File: config.mk
export PLATFORM = sky130hd
export DESIGN_NAME = pwm_capture
export DESIGN_NICKNAME = d
export VERILOG_FILES = /design/src/rtl/pwm_capture.sv
export SDC_FILE = /design/constraint.sdc
export NUM_CORES = 1
export LEC_CHECK = 0
export CAP_MARGIN = 20
export CORE_ASPECT_RATIO = 1.1
export CORE_MARGIN = 2
export CORE_UTILIZATION = 45
export DETAILED_ROUTE_END_ITERATION = 10
export PLACE_DENSITY_LB_ADDON = 0.25
export RECOVER_POWER = 25
export SETUP_SLACK_MARGIN = 0.5
export SLEW_MARGIN = 20
export SYNTH_ARGS = -nofsm -noshare
export SYNTH_HDL_FRONTEND = slang
export SYNTH_SLANG_ARGS = --single-unit
File: constraint.sdc
create_clock -name Clock -period 3.4 [get_ports Clock]
set_clock_uncertainty 0.15 [all_clocks]
set_input_delay 0.68 -clock Clock [delete_from_list [all_inputs] [get_ports Clock]]
set_output_delay 0.68 -clock Clock [all_outputs]
set_load 0.01 [all_outputs]
File: src/rtl/pwm_capture.sv
// rtl/pwm_capture.sv - PWM input capture: high time, period and stuck-input detection
module pwm_capture #(
    parameter int CW      = 16,
    parameter int TIMEOUT = 1023
) (
    input  logic          Clock,
    input  logic          Reset,
    input  logic          PwmIn,
    output logic [CW-1:0] HighCount,
    output logic [CW-1:0] PeriodCount,
    output logic          Valid,
    output logic          Stuck,
    output logic          StuckLevel
);

    localparam logic [CW-1:0] TIMEOUT_CNT = CW'(TIMEOUT);
    localparam logic [CW-1:0] ONE         = CW'(1);

    typedef enum logic [1:0] {
        IDLE  = 2'd0,
        RUN   = 2'd1,
        STUCK = 2'd2
    } state_t;

    state_t        state;
    logic          s1;
    logic          s2;
    logic          s3;
    logic [CW-1:0] per_cnt;
    logic [CW-1:0] hi_cnt;
    logic          rise;
    logic          timeout;

    // Two-flop synchronizer for the asynchronous input plus one delay flop for edge detection
    always_ff @(posedge Clock) begin
        if (Reset) begin
            s1 <= 1'b0;
            s2 <= 1'b0;
            s3 <= 1'b0;
        end else begin
            s1 <= PwmIn;
            s2 <= s1;
            s3 <= s2;
        end
    end

    assign rise = s2 & ~s3;

    // A rise in the same cycle wins over the timeout, so only a rise-free cycle can time out
    assign timeout = (per_cnt == TIMEOUT_CNT) && !rise;

    // Measurement FSM: counts rise-to-rise cycles and high cycles, publishes on each rise
    always_ff @(posedge Clock) begin
        if (Reset) begin
            state       <= IDLE;
            per_cnt     <= '0;
            hi_cnt      <= '0;
            HighCount   <= '0;
            PeriodCount <= '0;
            Valid       <= 1'b0;
            Stuck       <= 1'b0;
            StuckLevel  <= 1'b0;
        end else begin
            Valid <= 1'b0;
            case (state)
                IDLE: begin
                    // First rise only starts a period; the partial one before it is not published
                    if (rise) begin
                        per_cnt <= ONE;
                        hi_cnt  <= ONE;
                        state   <= RUN;
                    end else if (timeout) begin
                        state      <= STUCK;
                        Stuck      <= 1'b1;
                        StuckLevel <= s2;
                    end else begin
                        per_cnt <= per_cnt + ONE;
                    end
                end
                RUN: begin
                    if (rise) begin
                        HighCount   <= hi_cnt;
                        PeriodCount <= per_cnt;
                        Valid       <= 1'b1;
                        per_cnt     <= ONE;
                        hi_cnt      <= ONE;
                    end else if (timeout) begin
                        state      <= STUCK;
                        Stuck      <= 1'b1;
                        StuckLevel <= s2;
                    end else begin
                        per_cnt <= per_cnt + ONE;
                        if (s2) begin
                            hi_cnt <= hi_cnt + ONE;
                        end
                    end
                end
                STUCK: begin
                    // Counters hold at TIMEOUT while stuck so they can never wrap
                    if (rise) begin
                        Stuck   <= 1'b0;
                        per_cnt <= ONE;
                        hi_cnt  <= ONE;
                        state   <= RUN;
                    end
                end
                default: begin
                    state <= IDLE;
                end
            endcase
        end
    end

endmodule

After elaboration in Yosys (flattened, before gate mapping)
Index checks and enable logic that the tools add are counted.
- flip-flop bits (word level): 72
- latch bits: 0
- memory bits (writable): 0
- ROM bits: 0
- input bits: 3
- output and inout bits: 35
- logic and storage cells: 60
- memories: 0
- $add $sub $neg: 2
- multiply operators: 0
- div/mod/pow operators: 0
- $lt $le $gt $ge: 0
- eq/ne operators: 11
- shift operators: 0
- mux-type cells: 18
- bitwise gates (word level): 4
- reduce and logical (&&, ||, !) cells: 14
- operators with widths (kind ; count):
    two-way mux 16 bit ; 6
    case mux 16 bit (2 select lines) ; 2
    adder 16 x 1 -> 16 bit (second input constant) ; 2
    equality test 16 x 10 -> 1 bit (second input constant) ; 1
    inequality test 3 bit (second input constant) ; 3
    two-way mux 2 bit ; 4
    AND reduction 4 bit ; 2
    inequality test 2 bit (second input constant) ; 3
    case mux 2 bit (3 select lines) ; 1
    AND reduction 3 bit ; 2
    OR reduction 2 bit ; 3
    two-way mux 1 bit ; 4
    inequality test 2 x 1 -> 1 bit (second input constant) ; 2
    AND reduction 2 bit ; 2
    nonzero test 2 bit ; 2
    inverter 1 bit ; 3
    equality test 2 x 1 -> 1 bit (second input constant) ; 1
    equality test 2 bit (second input constant) ; 1
    zero test 2 bit ; 1
    case mux 1 bit (2 select lines) ; 1
    bitwise AND 1 bit ; 1
    logical AND 1 bit ; 1
    zero test 1 bit ; 1

Longest topological paths before layout
Gate-level depths: netlist of run 1.
- depth after elaboration: 7
- depth in mapped cells: 8
- mapped depth without buffers: 6

Least setup slack after synthesis of run 1
No wires, ideal clock.
- kind: flip-flop to flip-flop
- start point: register per_cnt[0]
- end point: register hi_cnt[9]
- library setup time: 0.101 ns
- data arrival time: 1.630 ns
- required time: 3.149 ns
- slack: 1.519 ns
- stages on the path, launching flop included: 8
- buffers on the path: 1
- clock period less this slack: 1.881 ns
- cells stage by stage: dfxtp_1 ha_1 and4_4 buf_6 a41oi_2 and3_4 inv_1 o41ai_1
- longest elaborated chain between the ends: 4
- ends and longest elaborated chain (element ; line ; RTL):
    start: declaration ; 29 ; logic [CW-1:0] per_cnt;
    start signal: assignment ; 77 ; per_cnt <= per_cnt + ONE;
    start signal: assignment ; 92 ; per_cnt <= per_cnt + ONE;
    equality test 16 x 10 -> 1 bit ; 50 ; assign timeout = (per_cnt == TIMEOUT_CNT) && !rise;
    logical AND 1 bit ; 50 ;
    inequality test 3 bit (no source line) ; - ;
    AND reduction 4 bit (no source line) ; - ;
    end signal: assignment ; 94 ; hi_cnt <= hi_cnt + ONE;
    end: declaration ; 30 ; logic [CW-1:0] hi_cnt;
Every way passes these cells.
A chain may end at the register's enable or synchronous reset.

Worst setup path after layout of run 1
- start point: register per_cnt[0]
- end point: register per_cnt[10]
- longest elaborated chain between the ends: 4
- elaborated cells between the ends (all ways): 8
- those cells by class: 1 x add/sub; 2 x eq/ne; 3 x mux; 2 x reduce/logical
- ends and longest elaborated chain (element ; line):
    adder 16 x 1 -> 16 bit or equality test 16 x 10 -> 1 bit (tied branches) ; 77, 92, 50
    two-way mux 16 bit or logical AND 1 bit (tied branches) ; 72, 87, 50
    two-way mux 16 bit or inequality test 3 bit (tied branches) ; -
    case mux 16 bit (2 select lines) or AND reduction 3 bit (tied branches) ; -
Parallel ways exist; a longest one is shown, timed or not. The select of a mux whose other input is x is not followed.

==> impl_metrics.tcl, run 1 <==
set metrics [dict create \
    most-common-layout-cells "sky130_fd_sc_hd__nand2_1, sky130_fd_sc_hd__dfxtp_1, sky130_fd_sc_hd__a21oi_1" \
    kind_of_launch_point_of_the_worst_setup_path "register" \
    max-slew-margin-rel 0.543 \
    cts_hold_buffers 0 \
    reg2reg_depth 7 \
    core-area_sq_um 7050 \
    timing.critical_path.cells "ha_1 > and4_1 > and4_1 > nor3_1 > buf_4 > nand4_1 > o21ai_1" \
    post_synth_instance_area_sq_um 3300 \
    critical_path.endpoint_type "register" \
    grt.total_usage 0.205 \
    maxCapViolations 0 \
    timing_hold_violations_final 0 \
    seq_power_share 0.538 \
    placed_cell_area_sq_um 3660 \
    final.setup.tns_ns 0 \
    final_antenna_net_count 0 \
    routed_wl_microns 7590 \
    drive_above_1_share 0.109 \
    grt_start_max_net_pins 48 \
    final_min_period_over_clock_period 0.714 \
    ctsResizeCount 0 \
    postSynth.asyncResetShare 0 \
    finalWeightedCongestion 0.859 \
    antenna_found_initial 0 \
    post-place-cells 502 \
    detail_route.drc_violations 0 \
    critPathSlowestCell "sky130_fd_sc_hd__nor3_1" \
    static-leakage-power_nw 1.27 \
    cts_setup_buffers 0 \
    total_congestion_overflow 0 \
    first_global_vias 3001 \
    h_tree_levels 3 \
    crit_path_frequent_cell "sky130_fd_sc_hd__and4_1" \
    place.port_buffers 37 \
    finalCriticalPeriod_ns 2.43 \
    fp.dieArea_sq_um 8030 \
    routed_wire_length_per_instance_microns 14.7 \
    peakVddDrop_uv 300 \
    insertion_delay_ns 0.36 \
    clock_slew_at_the_register_clock_pins_of_the_worst_setup_and_hold_paths_ns 0.08 \
    internal_power_w 0.00120 \
    detailroute.via_count 2928 \
    postSynthCellCount 400 \
    holdPathStages 1 \
    chipWidth_microns 85.6 \
    cts-root-buf "sky130_fd_sc_hd__clkbuf_8" \
    synth_edf_count 0 \
    postSynthRegisterBits 72 \
    ys_warn_count 0 \
    maxSlewViolCount 0 \
    power_share_of_the_clock_group 0.426 \
    vias_per_cell 5.65 \
    tritoncts.num_buffers 9 \
    run_status "completed" \
    criticalPathCategory "register to register" \
    worst_pin_slew_ns 0.683 \
    fin_area_sq_um 3830 \
    finalNetCount 433 \
    cts_max_path_buffers 2 \
    cp_data_required_time_ns 3.54 \
    postSynthNetCount 405 \
    grt_setup_unrepaired "no" \
    insertedDiodeCount 0 \
    fmax_mhz 412 \
    yosys.cell_types.count 49 \
    utilization 0.544 \
    worst_path_largest_cell_delay_ns 0.57 \
    first_pass_grt_wire_length_microns 13300 \
    cts_num_sinks 72 \
    placementRows 32 \
    ios 38 \
    hp-class "register to register" \
    report.final.setup_viol 0 \
    total_power_w 0.00159 \
    die-height_microns 93.8 \
    sequential_element_share_of_the_synthesized_area 0.437 \
    power_density_nw_per_um2 416 \
    final_cell_count_no_fill 518 \
    synthesis.area_per_instance_sq_um 8.25 \
    most_common_cell_after_layout_fill_and_taps_aside "sky130_fd_sc_hd__nand2_1" \
    dp_hpwl_microns 5130 \
    cts_tree "yes" \
    synthToLayoutAreaGrowth_pct 16.1 \
    power.switching_w 0.000390 \
    reg2reg_slack_ns 0.97 \
    start_util 0.468 \
    ys_dominant_reg_cell "sky130_fd_sc_hd__dfxtp_1" \
    drt_iter0_drc 147 \
    detailedRoute.firstPassIterationCount 4 \
    critPathMaxFanout 6 \
    worstPathArrival_ns 2.57 \
    combinationalPowerShare 0.036 \
    sw_share 0.244 \
]
==> power by group through the flow <==
stage	registers, W	logic [W]	clock network (W)
after floorplan	0.000873	0.0000503	0
after global placement	0.000877	0.0000568	0
after detailed placement	0.000877	0.0000581	0
after CTS	0.000857	0.0000584	0.000690
after global routing	0.000859	0.0000653	0.000733
final	0.000857	0.0000577	0.000679
==> logic make-up (layout without fill, tap and decap cells) <==
kind of cell	Yosys count	count (layout)	share of synthesized area
compound gates	113	113	0.222
buf+inv	29	62	0.0485
fa+ha+maj	2	2	0.00758
simple gates	182	182	0.279
flops	72	72	0.437
mux	2	2	0.00607
==> synthesized netlist by cell type, types with 2 or more instances <==
library cell,number,area share
sky130_fd_sc_hd__and2_1,6,0.011
sky130_fd_sc_hd__nand3_1,21,0.032
sky130_fd_sc_hd__inv_1,4,0.0045
sky130_fd_sc_hd__o21ai_1,12,0.018
sky130_fd_sc_hd__buf_2,7,0.011
sky130_fd_sc_hd__and4_4,2,0.0068
sky130_fd_sc_hd__nor4b_1,2,0.0053
sky130_fd_sc_hd__dfxtp_1,72,0.44
sky130_fd_sc_hd__nand3b_1,2,0.0045
sky130_fd_sc_hd__o21ai_0,10,0.015
sky130_fd_sc_hd__ha_1,2,0.0076
sky130_fd_sc_hd__o21ai_2,15,0.040
sky130_fd_sc_hd__nor2b_1,6,0.011
sky130_fd_sc_hd__a31oi_1,9,0.017
sky130_fd_sc_hd__mux2i_1,2,0.0061
sky130_fd_sc_hd__nand2_1,87,0.099
sky130_fd_sc_hd__a311oi_1,3,0.0080
sky130_fd_sc_hd__nor3_1,6,0.0091
sky130_fd_sc_hd__nand2b_1,3,0.0057
sky130_fd_sc_hd__clkbuf_1,13,0.015
sky130_fd_sc_hd__nor4_2,3,0.011
sky130_fd_sc_hd__buf_6,3,0.010
sky130_fd_sc_hd__and3_1,3,0.0057
sky130_fd_sc_hd__a21oi_1,48,0.073
sky130_fd_sc_hd__o41ai_1,3,0.0080
sky130_fd_sc_hd__nand4_1,7,0.013
sky130_fd_sc_hd__a41oi_1,3,0.0080
sky130_fd_sc_hd__o31ai_1,3,0.0068
sky130_fd_sc_hd__nor2_1,23,0.026
==> path summary, 6_finish.rpt <==
check / startpoint / end
hold reg to reg: s1$_SDFF_PP0_ / s2$_SDFF_PP0_
setup / recovery: per_cnt[0]$_SDFFE_PP0P_ / per_cnt[10]$_SDFFE_PP0P_
setup reg to reg: per_cnt[0]$_SDFFE_PP0P_ / per_cnt[10]$_SDFFE_PP0P_
hold / removal: s1$_SDFF_PP0_ / s2$_SDFF_PP0_
==> final cells by class <==
type / count / area, sq um
Inverter: 4 / 15.0
Clock buffer: 9 / 124
Sequential cell: 72 / 1440
Fill cell: 697 / 3220
Clock inverter: 7 / 71.3
Multi-Input combinational cell: 299 / 1670
Tap cell: 85 / 106
Timing Repair Buffer: 42 / 402
==> routing by layer <==
metal,track usage,routed length (microns)
met1,0.238,3340
met2,0.362,3850
met3,0.0466,257
met4,0.0873,138
met5,0,0
==> flip-flops by register name, indices dropped and copies added, names as in the netlist <==
signal and count:
per_cnt 16, s2 1, s3 1, state 2, Valid 1, StuckLevel 1, Stuck 1, PeriodCount 16
s1 1, hi_cnt 16, HighCount 16
==> worst max-delay path: cells and delay by family (launching register included) <==
family / cells / cell delay [ns]
adder cells (fa/ha/maj): 1 / 0.28
flip-flops: 1 / 0.36
AO/OA/AOI/OAI: 1 / 0.13
buffers and inverters: 1 / 0.26
AND/OR/NAND/NOR: 4 / 1.18
==> stage by stage <==
stage | setup slack, ns | hold slack [ns]
2_1_floorplan | 1.52 | 0.264
3_3_place_gp | 0.970 | 0.285
3_5_place_dp | 0.917 | 0.284
4_1_cts | 1.05 | 0.306
5_1_grt | 0.707 | 0.318
6_report | 0.972 | 0.300
No activity file was read; power rests on OpenSTA's default activity.
==> run 2: changes to the inputs <==
==> constraint.sdc (replaced) <==
create_clock -name Clock -period 2.43 [get_ports Clock]
set_clock_uncertainty 0.15 [all_clocks]
set_input_delay 0.486 -clock Clock [delete_from_list [all_inputs] [get_ports Clock]]
set_output_delay 0.486 -clock Clock [all_outputs]
set_load 0.01 [all_outputs]
==> run 2 against run 1 <==
Worst setup slack lost 0.60 ns. Cell area grew 11%. Non-clock buffer count grew 30. Power grew 49%. First-iteration DRC count grew 8.8%. Routed wire length grew 8.6%. Critical path type unchanged. Largest cell class unchanged. Largest power group unchanged. Highest routed layer unchanged.
==> impl_metrics.tcl, run 2 (same netlist as run 1, synthesis figures left out) <==
set metrics [dict create \
    antenna_found_initial 0 \
    worst_path_largest_cell_delay_ns 0.38 \
    final_cell_count_no_fill 550 \
    static-leakage-power_nw 1.45 \
    fp.dieArea_sq_um 8030 \
    detailroute.via_count 3191 \
    max-slew-margin-rel 0.400 \
    seq_area_sq_um 1450 \
    finalCriticalPeriod_ns 2.06 \
    finalWeightedCongestion 0.905 \
    crit_family "simple AND/OR/NAND/NOR gates" \
    critical_path.endpoint_type "register" \
    final_antenna_net_count 0 \
    gr-usage-met2 0.355 \
    cts_hold_buffers 0 \
    report.final.setup_viol 0 \
    total_congestion_overflow 0 \
    grt_start_max_net_pins 28 \
    start_util 0.468 \
    reg2reg_slack_ns 0.37 \
    final_min_period_over_clock_period 0.848 \
    global_route.usage.met1 0.240 \
    critPathMaxFanout 11 \
    routed_wl_microns 8240 \
    cts-root-buf "sky130_fd_sc_hd__clkbuf_8" \
    timing.critical_path.cells "nor4_4 > clkbuf_1 > and4_4 > nor3_4 > buf_12 > a41oi_1 > a31oi_1" \
    cts_num_sinks 72 \
    place.port_buffers 37 \
    most-common-layout-cells "sky130_fd_sc_hd__nand2_1, sky130_fd_sc_hd__dfxtp_1, sky130_fd_sc_hd__a21oi_1" \
    fmax_mhz 485 \
    worst_pin_slew_ns 0.900 \
    crit_buf_inv 2 \
    grt_setup_unrepaired "yes" \
    critPathSlowestCell "sky130_fd_sc_hd__dfxtp_1" \
    detailedRoute.firstPassIterationCount 5 \
    criticalPathCategory "register to register" \
    hold-path-endpoint "PeriodCount[10]$_SDFFE_PP0P_" \
    hp-class "register to register" \
    vias_per_cell 5.80 \
    insertion_delay_ns 0.35 \
    drive_above_1_share 0.196 \
    timing_hold_violations_final 0 \
    reg2reg_capture_point "per_cnt[4]$_SDFFE_PP0P_" \
    final.setup.tns_ns 0 \
    first_global_vias 2951 \
    global_route.usage.met3 0.0633 \
    dp_hpwl_microns 5430 \
    tritoncts.num_buffers 9 \
    die-height_microns 93.8 \
    drt_iter0_drc 160 \
    maxCapViolations 0 \
    post-place-cells 519 \
    kind_of_launch_point_of_the_worst_setup_path "register" \
    busiest_layer "met2" \
    core-area_sq_um 7050 \
    maxSlewViolCount 0 \
    first_pass_grt_wire_length_microns 13300 \
    timing.rr.start "per_cnt[10]$_SDFFE_PP0P_" \
    grt.total_usage 0.207 \
    worstPathArrival_ns 2.14 \
    detail_route.drc_violations 0 \
    ios 38 \
    insertedDiodeCount 0 \
    worstHoldStart "PeriodCount[10]$_SDFFE_PP0P_" \
    reg2reg_depth 7 \
    peakVddDrop_uv 377 \
    filler_cell_count 646 \
    finalNetCount 465 \
    worstSetupPathDepth 7 \
    h_tree_levels 3 \
    chipWidth_microns 85.6 \
    utilization 0.605 \
    most_common_cell_after_layout_fill_and_taps_aside "sky130_fd_sc_hd__nand2_1" \
    cp_data_required_time_ns 2.51 \
    fin_area_sq_um 4260 \
    total_area_of_multi_input_combinational_cells_sq_um 1830 \
    placed_cell_area_sq_um 3800 \
    power_density_nw_per_um2 556 \
    routed_wire_length_per_instance_microns 15.0 \
    holdPathStages 2 \
    run_status "completed" \
    clock_slew_at_the_register_clock_pins_of_the_worst_setup_and_hold_paths_ns 0.08 \
    cts_max_path_buffers 2 \
    synthToLayoutAreaGrowth_pct 29.1 \
    cts_tree "yes" \
    placementRows 32 \
]
## run 2: changes by cell type in the layout (fill, tap and decap cells not counted), moves of 2 or more
cell,change
sky130_fd_sc_hd__dfxtp_2,+4
sky130_fd_sc_hd__dfxtp_4,+2
sky130_fd_sc_hd__and4_1,-2
sky130_fd_sc_hd__buf_6,+4
sky130_fd_sc_hd__nor4_4,+3
sky130_fd_sc_hd__clkbuf_1,+5
sky130_fd_sc_hd__dlygate4sd3_1,-15
sky130_fd_sc_hd__dfxtp_1,-6
sky130_fd_sc_hd__clkdlybuf4s50_1,+14
sky130_fd_sc_hd__and4_4,+2
sky130_fd_sc_hd__buf_4,+21
sky130_fd_sc_hd__nor4_2,-2
## run 2: final cells by class
class	count	share of cell area
repair buffers	72	0.150
clock inverters	5	0.0188
inverters	4	0.00352
well taps	85	0.0250
flip-flops and latches	72	0.341
multi-input cells	301	0.428
clock buffers	11	0.0332
## run 2: worst max path at each step
| stage | startpoint | endpoint | slack [ns] |
|---|---|---|---|
| final | per_cnt[10]$_SDFFE_PP0P_ | per_cnt[4]$_SDFFE_PP0P_ | 0.37 |
| after global routing | s2$_SDFF_PP0_ | HighCount[4]$_SDFFE_PP0P_ | 0.29 |
| after CTS | per_cnt[1]$_SDFFE_PP0P_ | per_cnt[14]$_SDFFE_PP0P_ | 0.46 |
| after detailed placement | per_cnt[0]$_SDFFE_PP0P_ | per_cnt[4]$_SDFFE_PP0P_ | 0.29 |
| after global placement | per_cnt[0]$_SDFFE_PP0P_ | per_cnt[4]$_SDFFE_PP0P_ | -0.10 |
| after floorplan | per_cnt[0]$_SDFFE_PP0P_ | hi_cnt[9]$_SDFFE_PP0P_ | 0.55 |
## run 2: timing repair
action                     in CTS  in global routing
cloned                          1                  1
resized for setup              10                 20
pin swaps                       3                  9
setup buffers                   2                 11
setup endpoints to repair      27                 30
hold endpoints to repair        0                  0
## run 2: power breakdown
part           switching [W]  total [W]  internal (W)
logic              0.0000690   0.000119     0.0000498
clock network       0.000448    0.00105      0.000604
registers          0.0000113    0.00120       0.00119
## run 2: through the flow
stage	total power, W	hold slack (ns)	setup slack (ns)
finish	0.00237	0.304	0.369
global route	0.00244	0.323	0.287
CTS	0.00238	0.306	0.459
detailed placement	0.00132	0.293	0.290
floorplan	0.00129	0.264	0.549
global placement	0.00132	0.281	-0.102
## run 2: worst min-delay path: stages, from the launching register on
cell                      delay [ns]
sky130_fd_sc_hd__dfxtp_1        0.31
sky130_fd_sc_hd__nand2_1        0.05
sky130_fd_sc_hd__a21oi_1        0.05
## run 2: per-layer routing
layer | wire (microns) | vias up
met5 | 0 | -
met1 | 3510 | 1550
met3 | 363 | 11
met4 | 102 | 0
li1 | - | 1546
met2 | 4260 | 84
==> edit 1: new RTL, settings of run 1 <==
Set the parameter `CW` to 32 (it was 16).
--- a/src/rtl/pwm_capture.sv
+++ b/src/rtl/pwm_capture.sv
@@ -1,6 +1,6 @@
 // rtl/pwm_capture.sv - PWM input capture: high time, period and stuck-input detection
 module pwm_capture #(
-    parameter int CW      = 16,
+    parameter int CW      = 32,
     parameter int TIMEOUT = 1023
 ) (
     input  logic          Clock,
Interface: changed (resized HighCount and PeriodCount); port bits go from 38 to 70. The function was not compared with the original's and may differ.
==> edit 1 against run 1 <==
The flow now finishes with violations (max-capacitance violations, max-slew violations). Area after synthesis is 90% higher. Utilization is 1.7 points higher. Critical path depth is 2 lower. Power is 130% higher. Register-to-register slack worse by 290 ps. First-iteration DRC count grew to 3.2 times the old value. Design area is 100% higher. Sequential power is 88% higher. Final cell count is 100% higher. Sequential cell count is 64 higher. Worst setup slack worse by 410 ps. Wire length is 130% higher. Synthesized cell count is 97% higher. Largest power group is now clock. Highest routed layer unchanged.
==> edit 1: results (changes against run 1) <==
| Metric | Value |
|---|---|
| First drt pass iteration count | 5 (+1) |
| DRT met1 WL | 7.17 mm (+110%) |
| Fin. max-slew vios | 78 (+78) |
| Critical Path Slowest Stage Cell | clkbuf_1 |
| DR WL/cell | 17.0 um (+16%) |
| Placed Area | 0.00706 mm^2 (+93%) |
| GP Congestion | 0.928 (+8.0%) |
| Dpl hpwl | 12.1 mm (+140%) |
| Fin nets | 843 (+95%) |
| CP top delay family | buffers and inverters |
| Port Buf Inserts | 69 (+86%) |
| Vias in the first global route | 5641 (+88%) |
| Yosys cell types | 64 (+31%) |
| Clock transition at path regs | 60 ps (-20 ps) |
| Complex-gate fraction of the synthesized area | 21.3% (-0.91 points) |
| Adder-Cell Fraction of Synth Area | 0.400% (-0.36 points) |
| Inserted Clock Buffers | 17 (+8) |
| Worst Hold End | PeriodCount[16]$_SDFFE_PP0P_ |
| H-Tree Depth | 4 (+1) |
| Met2 wire length | 9.13 mm (+140%) |
| Initial DRC count | 470 (+220%) |
| Via count | 6150 (+110%) |
| Max_cap viols | 2 (+2) |
| Worst slack, placed | 689 ps (-228 ps) |
| Failing checks | max-capacitance violations, max-slew violations |
| Syn Inst Count | 787 (+97%) |
| Worst reg-to-reg path cell count | 5 (-2) |
| Status | complete, but fails checks |
| Sequential cell area fraction in the yosys report | 43.5% (-0.22 points) |
| Actual slew at the worst max-slew pin | 1750 ps (+1070 ps) |
## edit 1: area by class of cell
cell class / count / area, um^2
fill: 1310 / 6010
multi-input combinational: 585 / 3260
sequential: 136 / 2720
timing repair buffer: 81 / 781
clock buffer: 26 / 529
tap: 188 / 235
clock inverter: 6 / 85.1
inverter: 17 / 63.8
## edit 1: timing repair
item | CTS | global route
resized for setup | 0 | 0
buffers inserted | 0 | 1
setup endpoints to repair | 0 | 1
## edit 1: worst max-delay path by stage
stage	startpoint	endpoint	slack (ps)	depth (start not counted)
floorplan	per_cnt[0]$_SDFFE_PP0P_	per_cnt[25]$_SDFFE_PP0P_	1190	7
finish	Reset	hi_cnt[12]$_SDFFE_PP0P_	560	5
global placement	per_cnt[0]$_SDFFE_PP0P_	per_cnt[25]$_SDFFE_PP0P_	840	7
detailed placement	per_cnt[0]$_SDFFE_PP0P_	per_cnt[25]$_SDFFE_PP0P_	690	7
CTS	per_cnt[0]$_SDFFE_PP0P_	per_cnt[25]$_SDFFE_PP0P_	690	7
global route	Reset	hi_cnt[12]$_SDFFE_PP0P_	370	5
## edit 1: per-layer routing
| metal | up-vias | GRT usage, % |
|---|---|---|
| met4 | 0 | 9.94 |
| met1 | 2922 | 28.7 |
| li1 | 2962 | - |
| met5 | - | 0 |
| met2 | 225 | 42.4 |
| met3 | 41 | 4.40 |
## edit 1: power groups by stage
| stage | Sequential [mW] | Combinational, mW | Clock [mW] |
|---|---|---|---|
| global placement | 1.65 | 0.107 | 0 |
| global route | 1.62 | 0.122 | 1.97 |
| detailed placement | 1.65 | 0.110 | 0 |
| floorplan | 1.64 | 0.0801 | 0 |
| finish | 1.61 | 0.111 | 1.88 |
| CTS | 1.61 | 0.111 | 1.90 |
==> edit 2: new RTL, flow settings as in run 1 <==
Without the edit above. Register the input `PwmIn` before use, cleared by the reset. The logic sees it one clock later.
--- a/src/rtl/pwm_capture.sv
+++ b/src/rtl/pwm_capture.sv
@@ -22,6 +22,16 @@
         STUCK = 2'd2
     } state_t;
 
+    logic PwmIn_q;
+
+    always_ff @(posedge Clock) begin
+        if (Reset) begin
+            PwmIn_q <= '0;
+        end else begin
+            PwmIn_q <= PwmIn;
+        end
+    end
+
     state_t        state;
     logic          s1;
     logic          s2;
@@ -38,7 +48,7 @@
             s2 <= 1'b0;
             s3 <= 1'b0;
         end else begin
-            s1 <= PwmIn;
+            s1 <= PwmIn_q;
             s2 <= s1;
             s3 <= s2;
         end
Check against the original RTL: not equivalent (a bounded check fails within 10 cycles, from zero or initial values and one cycle with Reset high).
==> edit 2 against run 1 <==
Clock power rose by 0.6%. Largest cell class unchanged. Sequential power increased by 2%. Design area grew 6.0%. Worst setup slack got worse by 44 ps. Largest power group unchanged. Area after synthesis grew 4.9%. Power is 1.5% higher. Critical endpoint is now hi_cnt[8]$_SDFFE_PP0P_. Wire length is 9.4% higher. Sequential cell count rose by 1.
==> edit 2: results (changes against run 1) <==
| Metric | Value |
|---|---|
| Drt via density | 5.75 (+1.7%) |
| Worst Min Path Start | PwmIn_q$_SDFF_PP0_ |
| Initial DRC count | 298 (+100%) |
| Syn_area_per_cell | 8.32 um^2 (+0.86%) |
| Final wirelength | 8.30 mm (+9.4%) |
| Fin nets | 447 (+3.2%) |
| Max VDD drop | 0.264 mV (-12%) |
| Power share of the combinational group | 3.9% (+0.3 points) |
| Crit path largest cell delay | 640 ps (+70 ps) |
| Synthesized Nets | 421 (+4.0%) |
| Leak | 1.30 nW (+2.1%) |
| Final worst slack | 928 ps (-44.2 ps) |
| Critical Path Slowest Stage Cell | and4_1 |
| Worst Hold End | s1$_SDFF_PP0_ |
| Hold WS | 295 ps (-4.51 ps) |
| Status | finished, final reports clean |
| CP Capture Point | hi_cnt[8]$_SDFFE_PP0P_ |
| GRT met1 Usage | 30.5% (+6.7 points) |
| P_clk | 0.683 mW (+0.6%) |
| Pwr Density | 398 mW/mm^2 (-4.3%) |
| Internal power | 1.24 mW (+3.1%) |
| GP Congestion | 0.900 (+4.7%) |
| DR WL/cell | 15.0 um (+2.6%) |
| Post-synth top cells | nand2_1, dfxtp_1, a21oi_1, nand3_1, nor2_1 |
| Sequential cell area fraction in the yosys report | 42.2% (-1.5 points) |
| Met2 wire length | 3.68 mm (-4.5%) |
| Met2 Use GR | 31.7% (-4.5 points) |
| Synth area leaders | dfxtp_1, nand2_1, a21oi_1 |
| Placed Area | 0.00387 mm^2 (+5.7%) |
| Met3 routed WL | 394 um (+53%) |
| Crit Path Max Fanout | 13 (+7) |
| Worst slack, placed | 949 ps (+32.4 ps) |
| Yosys cell types | 59 (+20%) |
| RR Endpoint | hi_cnt[8]$_SDFFE_PP0P_ |
| Internal reg-to-reg setup slack | 930 ps (-40 ps) |
| Cell Count Post-Placement | 536 (+6.8%) |
==> edit 2: cell count changes in the layout (fill, tap and decap cells not counted), sizes merged, moves of 5 or more <==
cell           before  now
clkdlybuf4s50      21   16
a21oi              48   41
nor3                6   11
a221oi              0    7
nand2              88   75
o21ai              37   10
and2                6    1
a31oi              10   17
nand4               8   13
dlygate4sd3        15   20
==> edit 2: logic make-up after synthesis <==
| kind of cell | after synthesis | synth area share (%) |
|---|---|---|
| buffers and inverters | 39 | 5.17 |
| adder cells (fa/ha/maj) | 2 | 0.723 |
| flip-flops | 73 | 42.2 |
| AO/OA/AOI/OAI | 110 | 22.0 |
| AND/OR/NAND/NOR | 186 | 28.1 |
| multiplexers | 6 | 1.74 |
==> edit 2: cell type report <==
cell class,count,area [um^2]
fill,711,3410
multi-input combinational,304,1820
sequential,73,1460
timing repair buffer,45,418
clock buffer,11,141
tap,105,131
clock inverter,5,55.1
inverter,9,33.8
